## config.mk

```make
export PLATFORM = sky130hd
export DESIGN_NAME = reset_sequencer
export DESIGN_NICKNAME = d
export VERILOG_FILES = /design/src/rtl/reset_sequencer.sv
export SDC_FILE = /design/constraint.sdc
export NUM_CORES = 1
export LEC_CHECK = 0
export BUFFER_PORTS_ARGS = -buffer_cell sky130_fd_sc_hd__buf_4
export CORE_ASPECT_RATIO = 0.8
export CORE_MARGIN = 2
export CORE_UTILIZATION = 43
export CTS_CLUSTER_SIZE = 12
export DETAILED_ROUTE_END_ITERATION = 7
export PLACE_DENSITY = 0.7
export SLEW_MARGIN = 40
export SYNTH_ARGS = -nofsm -noshare
export SYNTH_HDL_FRONTEND = slang
export SYNTH_SLANG_ARGS = --single-unit
```

## constraint.sdc

```tcl
create_clock -name iTenMHzClk -period 1.9 [get_ports iTenMHzClk]
set_input_delay 0.19 -clock iTenMHzClk [delete_from_list [all_inputs] [get_ports iTenMHzClk]]
set_output_delay 0.19 -clock iTenMHzClk [all_outputs]
set_load 0.1 [all_outputs]
```

## src/rtl/reset_sequencer.sv

```systemverilog
`timescale 1ns/1ps
// reset_sequencer: holds NUM_CH active-low reset channels low for HOLD_CYCLES
// after reset or a fault, waits for PLL lock, then releases the channels one at
// a time in ascending order, STAGE_CYCLES clocks apart.
// Ports:
//   iTenMHzClk    - sole clock, rising edge
//   iReset        - synchronous active-high reset
//   iPllLocked    - asynchronous PLL lock indication (high = locked)
//   iExtRstReq    - asynchronous external reset request (high = request)
//   oResetn       - per-channel active-low resets, bit 0 released first
//   oAllReleased  - high while every channel is released
//   oRestartCount - saturating count of restarts caused by faults
module reset_sequencer #(
  parameter int unsigned NUM_CH       = 4,
  parameter int unsigned HOLD_CYCLES  = 1023,
  parameter int unsigned STAGE_CYCLES = 16,
  parameter int unsigned SYNC_STAGES  = 2
) (
  input  logic              iTenMHzClk,
  input  logic              iReset,
  input  logic              iPllLocked,
  input  logic              iExtRstReq,
  output logic [NUM_CH-1:0] oResetn,
  output logic              oAllReleased,
  output logic [7:0]        oRestartCount
);

  localparam int unsigned CNT_MAX =
    ((HOLD_CYCLES > STAGE_CYCLES) ? HOLD_CYCLES : STAGE_CYCLES) - 1;
  localparam int unsigned CNT_W = (CNT_MAX > 0) ? $clog2(CNT_MAX + 1) : 1;
  localparam int unsigned IDX_W = (NUM_CH > 1) ? $clog2(NUM_CH) : 1;

  localparam logic [CNT_W-1:0] HOLD_LOAD  = CNT_W'(HOLD_CYCLES - 1);
  localparam logic [CNT_W-1:0] STAGE_LOAD = CNT_W'(STAGE_CYCLES - 1);
  localparam logic [IDX_W-1:0] LAST_IDX   = IDX_W'(NUM_CH - 1);

  typedef enum logic [1:0] {
    ST_HOLD,
    ST_WAIT_LOCK,
    ST_STAGE,
    ST_RUN
  } state_t;

  // Power-up values match the reset values so sequencing starts without iReset.
  logic [SYNC_STAGES-1:0] lock_sync  = '0;
  logic [SYNC_STAGES-1:0] ext_sync   = '0;
  state_t                 state      = ST_HOLD;
  logic [CNT_W-1:0]       cnt        = HOLD_LOAD;
  logic [IDX_W-1:0]       idx        = '0;
  logic [NUM_CH-1:0]      resetn_q   = '0;
  logic                   all_q      = 1'b0;
  logic [7:0]             restart_q  = 8'd0;

  state_t            state_next;
  logic [CNT_W-1:0]  cnt_next;
  logic [IDX_W-1:0]  idx_next;
  logic [IDX_W-1:0]  idx_plus;
  logic [NUM_CH-1:0] resetn_next;
  logic              all_next;
  logic [7:0]        restart_next;
  logic              lock_s;
  logic              ext_s;
  logic              active;
  logic              fault;
  logic              do_release;
  logic              do_advance;

  assign lock_s   = lock_sync[SYNC_STAGES-1];
  assign ext_s    = ext_sync[SYNC_STAGES-1];
  assign active   = (state == ST_STAGE) || (state == ST_RUN);
  assign fault    = ext_s || (!lock_s && active);
  assign idx_plus = idx + IDX_W'(1);

  assign oResetn       = resetn_q;
  assign oAllReleased  = all_q;
  assign oRestartCount = restart_q;

  // State register, synchronisers and registered outputs.
  always_ff @(posedge iTenMHzClk) begin
    if (iReset) begin
      lock_sync <= '0;
      ext_sync  <= '0;
      state     <= ST_HOLD;
      cnt       <= HOLD_LOAD;
      idx       <= '0;
      resetn_q  <= '0;
      all_q     <= 1'b0;
      restart_q <= 8'd0;
    end else begin
      lock_sync <= {lock_sync[SYNC_STAGES-2:0], iPllLocked};
      ext_sync  <= {ext_sync[SYNC_STAGES-2:0], iExtRstReq};
      state     <= state_next;
      cnt       <= cnt_next;
      idx       <= idx_next;
      resetn_q  <= resetn_next;
      all_q     <= all_next;
      restart_q <= restart_next;
    end
  end

  // Next-state logic; a fault overrides any sequencing step.
  always_comb begin
    state_next = state;
    cnt_next   = cnt;
    idx_next   = idx;
    do_release = 1'b0;
    do_advance = 1'b0;
    if (fault) begin
      state_next = ST_HOLD;
      cnt_next   = HOLD_LOAD;
      idx_next   = '0;
    end else begin
      case (state)
        ST_HOLD: begin
          if (cnt != '0) begin
            cnt_next = cnt - CNT_W'(1);
          end else if (lock_s) begin
            do_release = 1'b1;
          end else begin
            state_next = ST_WAIT_LOCK;
          end
        end
        ST_WAIT_LOCK: begin
          if (lock_s) begin
            do_release = 1'b1;
          end
        end
        ST_STAGE: begin
          if (cnt != '0) begin
            cnt_next = cnt - CNT_W'(1);
          end else begin
            do_advance = 1'b1;
            idx_next   = idx_plus;
            cnt_next   = STAGE_LOAD;
            if (idx_plus == LAST_IDX) begin
              state_next = ST_RUN;
            end
          end
        end
        default: begin
        end
      endcase
      if (do_release) begin
        idx_next   = '0;
        cnt_next   = STAGE_LOAD;
        state_next = (NUM_CH == 1) ? ST_RUN : ST_STAGE;
      end
    end
  end

  // Next values of the registered outputs.
  always_comb begin
    resetn_next  = resetn_q;
    all_next     = (state_next == ST_RUN);
    restart_next = restart_q;
    if (fault) begin
      resetn_next = '0;
      // Only a fault that interrupts a released/releasing sequence counts.
      if (active && (restart_q != 8'hFF)) begin
        restart_next = restart_q + 8'd1;
      end
    end else if (do_release) begin
      resetn_next    = '0;
      resetn_next[0] = 1'b1;
    end else if (do_advance) begin
      resetn_next[idx_plus] = 1'b1;
    end
  end

endmodule
```

==> flow_summary.ini <==
[status]
run_status = completed

[global_route]
grt_overflow = 0
first_global_vias = 1225
grt_antenna_before_repair = 0
grt_start_max_net_pins = 16
grt_pass1_wl_mm = 5.72
grt_use_total_pct = 18.0

[sta]
clock.fmax_mhz = 537
whs_ps = 130
timing.final.crit_period_ps = 1860
finalHoldViolCount = 0
count_of_final_max_slew_check_failures = 0
setup_viol = 0
worst-slew-pin-transition_ps = 379
rsz0062_at_grt = no
fin_skew_ps = 6.24
slew-limit-headroom_pct = 74.1
min_period_over_period_pct = 98.0

[clocking]
clock_tree.root_cell = clkbuf_8
clock_latency_ps = 270
clock-sinks = 31
cts_inserted_buffers = 5
cts_buffer_depth = 2
cts_tree = yes
clk_pin_slew_ps = 60
max_h_tree_level = 2

[finish]
layout.cell_area.non_filler_um2 = 1860
flow.area_growth_from_synthesis_pct = 23.6
fillers = 304
nets = 207
antennaDiodeCount = 0
ratio_of_cells_with_drive_above_1_in_the_final_layout_pct = 28.4

[floorplanning]
die_footprint_um2 = 4000
die-height_um = 57.0
start_util_pct = 44.4
total_number_of_placement_rows = 19
floorplan.io_pins = 17
core_region_area_um2 = 3400
floorplan.die.width_um = 70.2

[yosys]
ys.flop_type = dfxtp_1
postSynthNetCount = 178
synth.area.mux_share_pct = 1.33
post-synth-top-area-cell = dfxtp_1
syn_avg_cell_area_um2 = 8.97
synth_commonest_cells = dfxtp_1, nor2_1, inv_1, a21oi_1
post_synth_and_or_nand_nor_area_fraction_pct = 24.0
synth_compound_area_share_pct = 22.1
proportion_of_netlist_area_held_by_the_largest_area_contributor_pct = 41.2
synth_adder_area_share_pct = 4.98
synth_enable_flop_cells = 0
synth_async_sr_flop_share_pct = 0
synth_seq_cells = 31
yosysSeqAreaShare_pct = 41.2
post_synth_num_cell_types = 44
synth_cells = 168
yosys_warnings = 0
synth_top_cells_by_area = dfxtp_1, o311ai_0, ha_1, a21oi_1, nor2_1
synth_xor_area_share_pct = 1.16
most_instantiated_library_cell_after_synthesis = dfxtp_1
syn-cell-area_um2 = 1510
synth_top_family_by_area = simple AND/OR/NAND/NOR gates

[power_and_ir_drop]
power.density_nw_per_um2 = 646
cellLeakagePower_nw = 0.747
p_clk_share_pct = 38.2
p_int_uw = 936
power.combinational.fraction_pct = 6.3
seq_power_share_pct = 55.4
swShare_pct = 22.2
power.net_switching_uw = 268
vdd.ir_drop.worst_v = 0.000438

[drt]
post-route-drc-count = 0
drt.antenna.violating_nets = 0
count_of_vias_placed_by_the_detailed_router = 1383
drt_wl_total_mm = 3.44
detailedRoute.firstPassIterationCount = 4
detailedRoute.firstIterationViolations = 72
via_per_inst = 5.79
routedWlPerCell_um = 14.4

[placed_design]
place.gp.congestion = 0.949
detailedPlacementHpwl_mm = 2.54
placedInstanceArea_um2 = 1740
place.port_buffers = 16

[worst_hold_path]
hold_path.class = input pin to register

[critical_path]
worst_path_dominant_cell_family = compound AO/OA/AOI/OAI gates
cp_max_fo = 5
required_ps = 2030
cpMaxStageDelayCell = or4b_4
setup.worst_path.start_class = register
worst-path-buf-inv = 2
critPathArrivalTime_ps = 1990
worst_path_largest_cell_delay_ps = 480
setup.worst_path.end_class = register
crit_chain = inv_2 > ha_4 > or4b_4 > buf_4 > o31a_1 > o21ai_1 > o311ai_0
timing_worst_setup_path_type = register to register

[run]
drv_cap = 0
## metrics by stage
stage | TNS (ps) | power [mW] | std cells | setup WS (ps) | util, %
after CTS | 0 | 1.22 | 239 | 7.44 | 54.4
after floorplan | 0 | 0.716 | 168 | 20.8 | -
after global routing | 0 | 1.27 | 239 | 6.67 | 54.8
final | 0 | 1.20 | 239 | 38.5 | 54.8
after global placement | 0 | 0.739 | 229 | 26.4 | 51.1
after detailed placement | -18.4 | 0.743 | 229 | -15.5 | 51.1
## cell type report
class / count / area [um^2] / share of cell area, %
clock buffer: 5 / 68.8 / 3.69
clock inverter: 2 / 8.76 / 0.470
inverter: 13 / 48.8 / 2.62
multi-input combinational: 118 / 832 / 44.7
sequential: 31 / 642 / 34.5
tap: 42 / 52.6 / 2.82
timing repair buffer: 28 / 210 / 11.3
## per-layer routing
metal | up-vias | GRT usage, % | part of all wire, %
li1 | 681 | - | -
met1 | 653 | 25.5 | 49
met2 | 47 | 27.2 | 45
met3 | 2 | 4.77 | 5.7
met4 | 0 | 4.95 | 0.41
met5 | - | 0 | 0
## final timing paths
kind | start | end | slack (ps) | depth (start not counted)
max | cnt[0]$_SDFFE_PP0P_ | cnt[6]$_SDFFE_PP1P_ | 40 | 7
min | iPllLocked | lock_sync[0]$_SDFF_PP0_ | 130 | 2
max reg2reg | cnt[0]$_SDFFE_PP0P_ | cnt[6]$_SDFFE_PP1P_ | 40 | 7
min reg2reg | ext_sync[0]$_SDFF_PP0_ | ext_sync[1]$_SDFF_PP0_ | 450 | 1
## cells in the final DEF (no fill, tap or decap), types with 2 or more instances in the layout
master / n
and3_1: 3
o311ai_0: 9
a31oi_1: 4
mux2i_1: 2
nand4_1: 3
inv_1: 11
buf_4: 28
nand3_1: 9
or3_1: 2
o21ai_0: 6
nor2_1: 14
nor2b_1: 5
or2_2: 4
ha_1: 5
o21ai_1: 2
dfxtp_2: 5
inv_2: 2
clkbuf_8: 5
or4_1: 2
a21oi_1: 11
nor3_1: 3
dfxtp_4: 4
nand2_1: 7
nand4b_1: 2
o41ai_1: 3
dfxtp_1: 22
## registers in the layout (all words and copies together) (netlist names)
signal and flops:
oAllReleased 1, state 2, idx 2, lock_sync 2, oRestartCount 8, cnt 10
ext_sync 2, oResetn 4
## what timing repair did
item,4_1_cts,5_1_grt
buffers inserted,3,0
gates resized for setup,5,3
gates cloned,0,0
hold buffers,0,0
endpoints found under the setup margin,2,9
hold endpoints to repair,0,0
pin swaps,2,2
## worst reg2reg max path, delay by kind of cell, from the launching register on
kind                     cells  cell delay (ps)
buffers and inverters        2              260
adder cells (fa/ha/maj)      1              140
flip-flops                   1              320
AND/OR/NAND/NOR              1              480
AO/OA/AOI/OAI                3              530
## kinds of logic (layout without fill, tap and decap cells)
kind of cell	count (synthesis)	in the layout
AOI/OAI and AO/OA	46	46
xor gates and xnor gates	2	2
adders and majority gates	6	6
buffers and inverters	19	48
DFF	31	31
muxes	2	2
and+or+nand+nor	62	62
## power groups by stage
| stage | Combinational [mW] | Clock [mW] | Sequential, mW |
|---|---|---|---|
| after floorplan | 0.0383 | 0 | 0.677 |
| after global placement | 0.0598 | 0 | 0.679 |
| after detailed placement | 0.0634 | 0 | 0.680 |
| after CTS | 0.0707 | 0.479 | 0.667 |
| after global routing | 0.0832 | 0.519 | 0.669 |
| final | 0.0763 | 0.460 | 0.668 |
Power figures use the tool's default switching activity.
